[src/rtl/tpu_pkg.sv]
// Shared types and phase-length helpers for the systolic-array sequencer,
// used by the RTL, the array wrapper and the bench.
package tpu_pkg;

    typedef enum logic [2:0] {
        IDLE   = 3'd0,
        LOAD_C = 3'd1,
        MAC    = 3'd2,
        DRAIN  = 3'd3,
        DONE   = 3'd4
    } tpu_seq_state_e;

    function automatic int unsigned load_len(input int unsigned dim);
        return dim;
    endfunction

    function automatic int unsigned mac_len(input int unsigned dim);
        return (32'd3 * dim) - 32'd2;
    endfunction

    function automatic int unsigned drain_len(input int unsigned dim);
        return dim;
    endfunction

endpackage

[src/rtl/tpu_skew_mask.sv]
// Diagonal feed window: bit r is set while r <= t < r+DIM and the phase is active.
module tpu_skew_mask #(
    parameter int DIM   = 4,
    parameter int CNT_W = $clog2(3*DIM)
) (
    input  logic [CNT_W-1:0] t,
    input  logic             active,
    output logic [DIM-1:0]   mask
);

    localparam int TW = CNT_W + 1;

    logic [TW-1:0] t_ext_s;

    assign t_ext_s = {1'b0, t};

    // Per-row window compare; one extra bit keeps r+DIM from overflowing.
    always_comb begin
        mask = '0;
        for (int r = 0; r < DIM; r++) begin
            if (active && (t_ext_s >= TW'(r)) && (t_ext_s < TW'(r + DIM))) begin
                mask[r] = 1'b1;
            end else begin
                mask[r] = 1'b0;
            end
        end
    end

endmodule

[src/rtl/tpu_seq.sv]
// Tile sequencer for a DIM x DIM tpumac array: LOAD_C, MAC and DRAIN phases
// with shared en/WrEn, skew masks and C-buffer row indices.
module tpu_seq
    import tpu_pkg::*;
#(
    parameter int DIM   = 4,
    parameter int CNT_W = $clog2(3*DIM)
) (
    input  logic                    clk,
    input  logic                    rst_n,
    input  logic                    start,
    input  logic                    acc,
    input  logic                    stall,
    output logic                    busy,
    output logic                    done,
    output logic                    en_o,
    output logic                    WrEn_o,
    output logic [CNT_W-1:0]        step,
    output logic                    c_zero,
    output logic [$clog2(DIM)-1:0]  c_load_row,
    output logic [DIM-1:0]          a_valid,
    output logic [DIM-1:0]          b_valid,
    output logic                    c_out_valid,
    output logic [$clog2(DIM)-1:0]  c_out_row
);

    localparam int RW = $clog2(DIM);

    localparam logic [CNT_W-1:0] LOAD_LAST  = CNT_W'(load_len(DIM)  - 32'd1);
    localparam logic [CNT_W-1:0] MAC_LAST   = CNT_W'(mac_len(DIM)   - 32'd1);
    localparam logic [CNT_W-1:0] DRAIN_LAST = CNT_W'(drain_len(DIM) - 32'd1);
    localparam logic [RW-1:0]    ROW_LAST   = RW'(DIM - 1);

    tpu_seq_state_e   state_r;
    tpu_seq_state_e   state_nxt_s;
    logic [CNT_W-1:0] t_r;
    logic [CNT_W-1:0] t_nxt_s;
    logic             acc_q_r;
    logic             acc_nxt_s;
    logic             mac_active_s;
    logic [RW-1:0]    rev_row_s;

    // Next-state and step counter; a stall freezes both, including on a phase's last step.
    always_comb begin
        state_nxt_s = state_r;
        t_nxt_s     = t_r;
        acc_nxt_s   = acc_q_r;
        case (state_r)
            IDLE: begin
                if (start) begin
                    state_nxt_s = LOAD_C;
                    t_nxt_s     = '0;
                    acc_nxt_s   = acc;
                end else begin
                    state_nxt_s = IDLE;
                end
            end
            LOAD_C: begin
                if (stall) begin
                    t_nxt_s = t_r;
                end else if (t_r == LOAD_LAST) begin
                    state_nxt_s = MAC;
                    t_nxt_s     = '0;
                end else begin
                    t_nxt_s = t_r + CNT_W'(1);
                end
            end
            MAC: begin
                if (stall) begin
                    t_nxt_s = t_r;
                end else if (t_r == MAC_LAST) begin
                    state_nxt_s = DRAIN;
                    t_nxt_s     = '0;
                end else begin
                    t_nxt_s = t_r + CNT_W'(1);
                end
            end
            DRAIN: begin
                if (stall) begin
                    t_nxt_s = t_r;
                end else if (t_r == DRAIN_LAST) begin
                    state_nxt_s = DONE;
                    t_nxt_s     = '0;
                end else begin
                    t_nxt_s = t_r + CNT_W'(1);
                end
            end
            DONE: begin
                state_nxt_s = IDLE;
                t_nxt_s     = '0;
            end
            default: begin
                state_nxt_s = IDLE;
                t_nxt_s     = '0;
                acc_nxt_s   = 1'b0;
            end
        endcase
    end

    // Sequencer state registers.
    always_ff @(posedge clk or negedge rst_n) begin
        if (!rst_n) begin
            state_r <= IDLE;
            t_r     <= '0;
            acc_q_r <= 1'b0;
        end else begin
            state_r <= state_nxt_s;
            t_r     <= t_nxt_s;
            acc_q_r <= acc_nxt_s;
        end
    end

    // C rows enter and leave bottom-row first, so the row index counts down.
    assign rev_row_s    = ROW_LAST - t_r[RW-1:0];
    assign mac_active_s = (state_r == MAC);
    assign step         = t_r;

    tpu_skew_mask #(.DIM(DIM), .CNT_W(CNT_W)) u_a_mask (
        .t      (t_r),
        .active (mac_active_s),
        .mask   (a_valid)
    );

    tpu_skew_mask #(.DIM(DIM), .CNT_W(CNT_W)) u_b_mask (
        .t      (t_r),
        .active (mac_active_s),
        .mask   (b_valid)
    );

    // Array controls; stall only gates en and the drain strobe, not WrEn.
    always_comb begin
        busy        = 1'b0;
        done        = 1'b0;
        en_o        = 1'b0;
        WrEn_o      = 1'b0;
        c_zero      = 1'b0;
        c_load_row  = '0;
        c_out_valid = 1'b0;
        c_out_row   = '0;
        case (state_r)
            LOAD_C: begin
                busy       = 1'b1;
                en_o       = !stall;
                WrEn_o     = 1'b1;
                c_zero     = !acc_q_r;
                c_load_row = rev_row_s;
            end
            MAC: begin
                busy = 1'b1;
                en_o = !stall;
            end
            DRAIN: begin
                busy        = 1'b1;
                en_o        = !stall;
                WrEn_o      = 1'b1;
                c_out_valid = !stall;
                c_out_row   = rev_row_s;
            end
            DONE: begin
                busy = 1'b1;
                done = 1'b1;
            end
            default: begin
                busy = 1'b0;
            end
        endcase
    end

endmodule

[config.mk]
export PLATFORM = sky130hd
export DESIGN_NAME = tpu_seq
export DESIGN_NICKNAME = d
export VERILOG_FILES = /design/src/rtl/tpu_pkg.sv /design/src/rtl/tpu_skew_mask.sv /design/src/rtl/tpu_seq.sv
export SDC_FILE = /design/constraint.sdc
export NUM_CORES = 1
export LEC_CHECK = 0
export BUFFER_PORTS_ARGS = -buffer_cell sky130_fd_sc_hd__buf_2
export CAP_MARGIN = 20
export CELL_PAD_IN_SITES_DETAIL_PLACEMENT = 0
export CELL_PAD_IN_SITES_GLOBAL_PLACEMENT = 2
export CORE_ASPECT_RATIO = 1.25
export CORE_MARGIN = 4
export CORE_UTILIZATION = 27
export DETAILED_ROUTE_END_ITERATION = 10
export HOLD_SLACK_MARGIN = 0.1
export PLACE_DENSITY = 0.84
export SETUP_SLACK_MARGIN = 0.05
export SLEW_MARGIN = 15
export SYNTH_ARGS = -nofsm -noshare
export SYNTH_HDL_FRONTEND = slang
export SYNTH_HIERARCHICAL = 1
export SYNTH_SLANG_ARGS = --single-unit
[constraint.sdc]
create_clock -name clk -period 2.2 [get_ports clk]
set_input_delay 0.11 -clock clk [delete_from_list [all_inputs] [get_ports clk]]
set_output_delay 0.11 -clock clk [all_outputs]
set_load 0.005 [all_outputs]
* Yosys cells after proc, flatten, opt, wreduce, memory -nomap -nowiden
Cells that the tools add are included.
Word-level totals: register bits 8, bits in latches 0, memory bits (writable) 0, memory bits (read-only) 0, input port bits 5, output and inout port bits 22, logic and storage cells 73, memories 0
Cells by class: add/sub/neg operators 2, multipliers 0, divide/modulo/power cells 0, order comparisons 8, eq/ne operators 14, shifts and indexed selects 0, muxes and demuxes 28, bitwise logic cells 1, reductions and logical operators 17
Operators by type and width (count):
- $mux 4 | 5
- $mux 3 | 6
- $lt 4x3->1 const B | 4
- $ne 2x2->1 const B | 8
- $mux 1 | 12
- $pmux 3 s4 | 1
- $pmux 4 s3 | 1
- $ge 4x1->1 const B | 2
- $ge 4x2->1 const B | 2
- $logic_and 1x1->1 | 8
- $eq 3x2->1 const B | 2
- $reduce_and 6->1 | 1
- $add 4x1->4 const B | 1
- $eq 4x2->1 const B | 1
- $eq 4x4->1 const B | 1
- $mux 2 | 2
- $reduce_or 4->1 | 1
- $eq 3x1->1 const B | 1
- $eq 3x3->1 const B | 1
- $logic_not 3->1 | 1
- $reduce_and 3->1 | 1
- $reduce_or 3->1 | 1
- $logic_not 1->1 | 2
- $pmux 1 s2 | 1
- other kinds (4) | 4

* Longest topological paths before layout
word-level depth 4, depth in mapped cells 6, depth with buffers taken out 6

* By module
Netlist, hierarchy kept.
By module, submodules not included:
- tpu_seq | instances 1, cells an instance 59, area each 598.1 um2, seq. area each 200.2 um2
- tpu_skew_mask | instances 2, cells an instance 10, area each 66.3 um2, seq. area each 0.0 um2

* Least setup slack after synthesis
No wires, ideal clock.
path kind flip-flop to flip-flop, from register t_r[1], in the netlist step[1], to register t_r[0], in the netlist step[0], library setup time 0.137 ns, arrival 1.483 ns, required time 2.063 ns, path slack 0.580 ns, cell stages (with the launch flop) 6, path buffers 0, clock period less this slack 1.620 ns, cells stage by stage dfrtp_1 > ha_1 > nor3b_2 > a2bb2oi_2 > nand2b_4 > mux2i_1
On the way: longest elaborated chain between the ends 4, elaborated cells between the ends (all ways) 7, classes of those cells eq/ne: 2; mux: 5
Ends and longest elaborated chain:
- from (decl) | line tpu_seq.sv:36 | logic [CNT_W-1:0] t_r;
- from (signal assigned) | line tpu_seq.sv:108 | t_r <= t_nxt_s;
- $eq 4x2->1 / $eq 4x4->1 (equally long branches) | line tpu_seq.sv:61, tpu_seq.sv:81, tpu_seq.sv:71
- $mux 4, on equally long branches | line tpu_seq.sv:61, tpu_seq.sv:81, tpu_seq.sv:71
- $mux 4, on equally long branches | line tpu_seq.sv:59, tpu_seq.sv:69
- $pmux 4 s3 * | line tpu_seq.sv:48 | case (state_r)
Mark *: on every way between the ends. The rest lies on a longest branch, timed or not. The select of a mux whose other input is x is not followed. A chain may end at the register's enable or synchronous reset.

* Worst setup path in the final report
from register state_r[1], to output port a_valid[1]
On the way: longest elaborated chain between the ends 4
Ends and longest elaborated chain:
- from (decl) | line tpu_seq.sv:34 | tpu_seq_state_e state_r;
- from (signal assigned) | line tpu_seq.sv:107 | state_r <= state_nxt_s;
- $eq 3x2->1 | line tpu_seq.sv:115 | assign mac_active_s = (state_r == MAC);
- via mac_active_s | line tpu_seq.sv:40 | logic mac_active_s;
- $logic_and 1x1->1 (2 in series) | line tpu_skew_mask.sv:21 | if (active && (t_ext_s >= TW'(r)) && (t_ext_s < TW'(r + DIM))) begin
- $mux 1 | line tpu_skew_mask.sv:21
- to (decl) | line tpu_seq.sv:21 | output logic [DIM-1:0] a_valid,
The timed path passes the listed nets, and every way through them passes these cells.

==> summary.md <==
| Metric | Value |
|---|---|
| Status | `finished clean` |
| Via density | `4.98` |
| Clk pwr share | `9.2%` |
| Ports | `27` |
| Crit path DAT | `1.66 ns` |
| Clk_lat worst skew | `0.26 ns` |
| Yosys top cell by area | `dfrtp_1` |
| Psw | `0.588 mW` |
| TritonCTS clock tree | `yes` |
| Number of setup violations in the final report | `0` |
| Initial antenna violation count | `0` |
| Req. time, crit path | `2.09 ns` |
| P&R area growth vs syn | `25.3%` |
| Cell Area, Placed | `883 um^2` |
| Yosys cell types | `34` |
| RSZ-0062 raised after global routing | `no` |
| Top post-synthesis cells by area | `dfrtp_1 27%, nor3_1 6.2%, nand2b_1 5.1%` |
| # DRC | `0` |
| Crit end category | `output port` |
| Internal cell power | `0.671 mW` |
| Syn Area/Cell | `9.25 um^2` |
| EDFF count, synth | `0` |
| Die Span X | `54.5 um` |
| Tot GR Track Use | `11.9%` |
| Worst setup SP type | `flop` |
| Layout cells sized above 1 | `38.0%` |
| Place WS | `0.624 ns` |
| Primary FF master, synth | `dfrtp_1` |
| CP peak stage delay | `0.54 ns` |
| Drt total wl | `1870 um` |
| Die height | `66.2 um` |
| Core Box Area | `2500 um^2` |
| Flops & latches, synth | `8` |
| Final period util | `80.5%` |
| Seq pwr share | `25.8%` |
| Combinational share of power | `65.0%` |
| DPL Wire Length | `1380 um` |
| Gr ovfl total | `0` |
| # diodes | `0` |
| Critical path class | `flop to output port` |
| Leakage | `0.424 nW` |
| Setup TNS | `0 ns` |
| Fin. max-slew vios | `0` |
| Clock Tree Root | `clkbuf_4` |
| Worst path buffer plus inverter count | `1` |
| Clk_skew | `0.0108 ns` |
| 1st-iter DRT viols | `6` |
| Pwr/cell area | `1370 nW/um^2` |
| Initial Util | `29.2%` |
| Crit path cell chain | `nor3b_4 -> nand2b_1 -> nor3_1 -> buf_2` |
| Final hold vios | `0` |
| Final Cell Area | `916 um^2` |
| Worst-Margin Slew | `0.563 ns` |
| DIE AREA | `3610 um^2` |
| Setup ws final | `0.428 ns` |
| DR vias | `702` |
| Worst hold path class | `input pin to flop` |
| Maximum root-to-sink buffer count | `2` |
| Cts repair resizes | `0` |
| Nets | `117` |
| Asr flop ratio synth | `100%` |
| Vias in the first global route | `723` |
| Row Count | `20` |
| Setup Buffers After CTS | `0` |
| Pin count of the biggest net entering global routing | `19` |
| ANT nets after route | `0` |
| Syn. warnings | `6` |
| Synth top cells by count | `10 x nor2_1, 9 x nor3_1, 8 x dfrtp_1` |
| Routed WL per cell | `13.2 um` |
| DR pass1 iterations | `4` |
| Area of the mapped netlist | `731 um^2` |
| CP max-delay cell | `dfrtp_1` |
| # H-tree levels | `1` |
| Area fraction of the dominant cell type after synthesis | `27.4%` |
| Sink Count | `8` |
| Most numerous cell in the Yosys netlist | `nor2_1` |
| GP Congestion | `0.766` |
| VDD IR max | `511 uV` |
| CTS buffer count | `3` |
| Max Cap Viol | `0` |
| Crit-path leading delay family | `simple AND/OR/NAND/NOR gates` |
| Highest clock rate | `0.564 GHz` |
| Syn_nets | `86` |
| Worst-path fanout max | `10` |
| Switching share of power | `46.7%` |
| Min Clock Period, post-route | `1.77 ns` |
| First-pass GRT wire length | `3170 um` |
| Clock slew at reported path FFs | `0.06 ns` |
| Rel. slew slack | `62.5%` |
| IO Port Bufs | `26` |
| Syn Inst Count | `79` |
| Register area share after synthesis | `27.4%` |
[power groups by stage]
stage	sequential [mW]	combinational [mW]	clock, mW
3_5_place_dp	0.327	0.828	0
4_1_cts	0.326	0.834	0.119
5_1_grt	0.343	0.924	0.121
6_report	0.324	0.818	0.116
2_1_floorplan	0.313	0.589	0
3_3_place_gp	0.324	0.821	0
[stage by stage]
step	utilization, %	hold slack [ns]	cells	total power, mW
6_report	36.6	0.143	141	1.26
5_1_grt	36.6	0.173	141	1.39
4_1_cts	36.6	0.152	141	1.28
3_5_place_dp	35.3	-0.0371	137	1.16
3_3_place_gp	35.3	-0.0391	137	1.15
2_1_floorplan	-	-0.186	79	0.902
[state kept, by name (all words and copies together), names as in the netlist]
name	count
state_r	3
acc_q_r	1
step	4
[layer usage]
metal  global-route usage [%]  share of wire (%)
met3                     2.03                6.6
met5                        0                  0
met4                     6.54                2.1
met1                     14.1                 45
met2                     19.5                 46
[layout by cell type, fill, tap and decap left out]
cell           count
nand2b_1           6
nor3b_2            1
nand3b_1           4
and3_1             1
o21ba_1            1
mux2i_1            1
nor2b_1            1
and2_1             1
nor3_1             9
clkbuf_4           3
xor2_1             1
nor3b_4            1
o2bb2ai_1          1
o2bb2ai_2          1
nand2_1            1
o21a_1             3
nor4_1             1
nor2_1            10
dlygate4sd3_1      1
nor4_2             1
buf_2             26
o21ai_0            1
a21oi_4            1
a31oi_1            1
a22o_1             1
xnor2_1            3
dfrtp_1            8
ha_1               2
nand3_1            1
o21ai_1            4
a22oi_2            1
a21bo_1            2
buf_4              2
nand2b_4           1
a2bb2oi_2          1
a21oi_2            2
inv_1              2
[worst reg2reg max path: cells and delay by family (launching register included)]
family	cells	cell delay, ns
and+or+nand+nor	2	0.55
muxes	1	0.07
DFF	1	0.58
AOI/OAI and AO/OA	1	0.23
[area by class of cell]
| cell class | instances | area [um^2] |
|---|---|---|
| Clock buffer | 3 | 22.5 |
| Fill cell | 276 | 1590 |
| Inverter | 2 | 7.51 |
| Multi-Input combinational cell | 66 | 489 |
| Sequential cell | 8 | 200 |
| Tap cell | 33 | 41.3 |
| Timing Repair Buffer | 29 | 155 |
[worst paths after layout]
check                      startpoint    endpoint  slack [ns]  cells past startpoint
min reg2reg                   acc_q_r     acc_q_r        0.54                      2
max                        state_r[1]  a_valid[1]        0.43                      4
min                             stall  state_r[2]        0.14                      2
min in group asynchronous       rst_n  state_r[2]        0.22                      2
max reg2reg                   step[2]     step[0]        0.65                      4
max in group asynchronous       rst_n     step[3]        1.80                      2
[timing repair]
item / in CTS / in global routing
setup endpoints to repair: 0 / 0
endpoints found under the hold margin: 8 / 0
hold buffers: 1 / 0
[logic make-up after synthesis]
group,Yosys count,share of synthesized area [%]
DFF,8,27.4
muxes,1,1.37
and+or+nand+nor,39,33.0
AOI/OAI and AO/OA,20,24.3
adders and majority gates,2,3.42
xor gates and xnor gates,4,4.80
buffers and inverters,5,5.65
(Power assumes the default switching activity.)
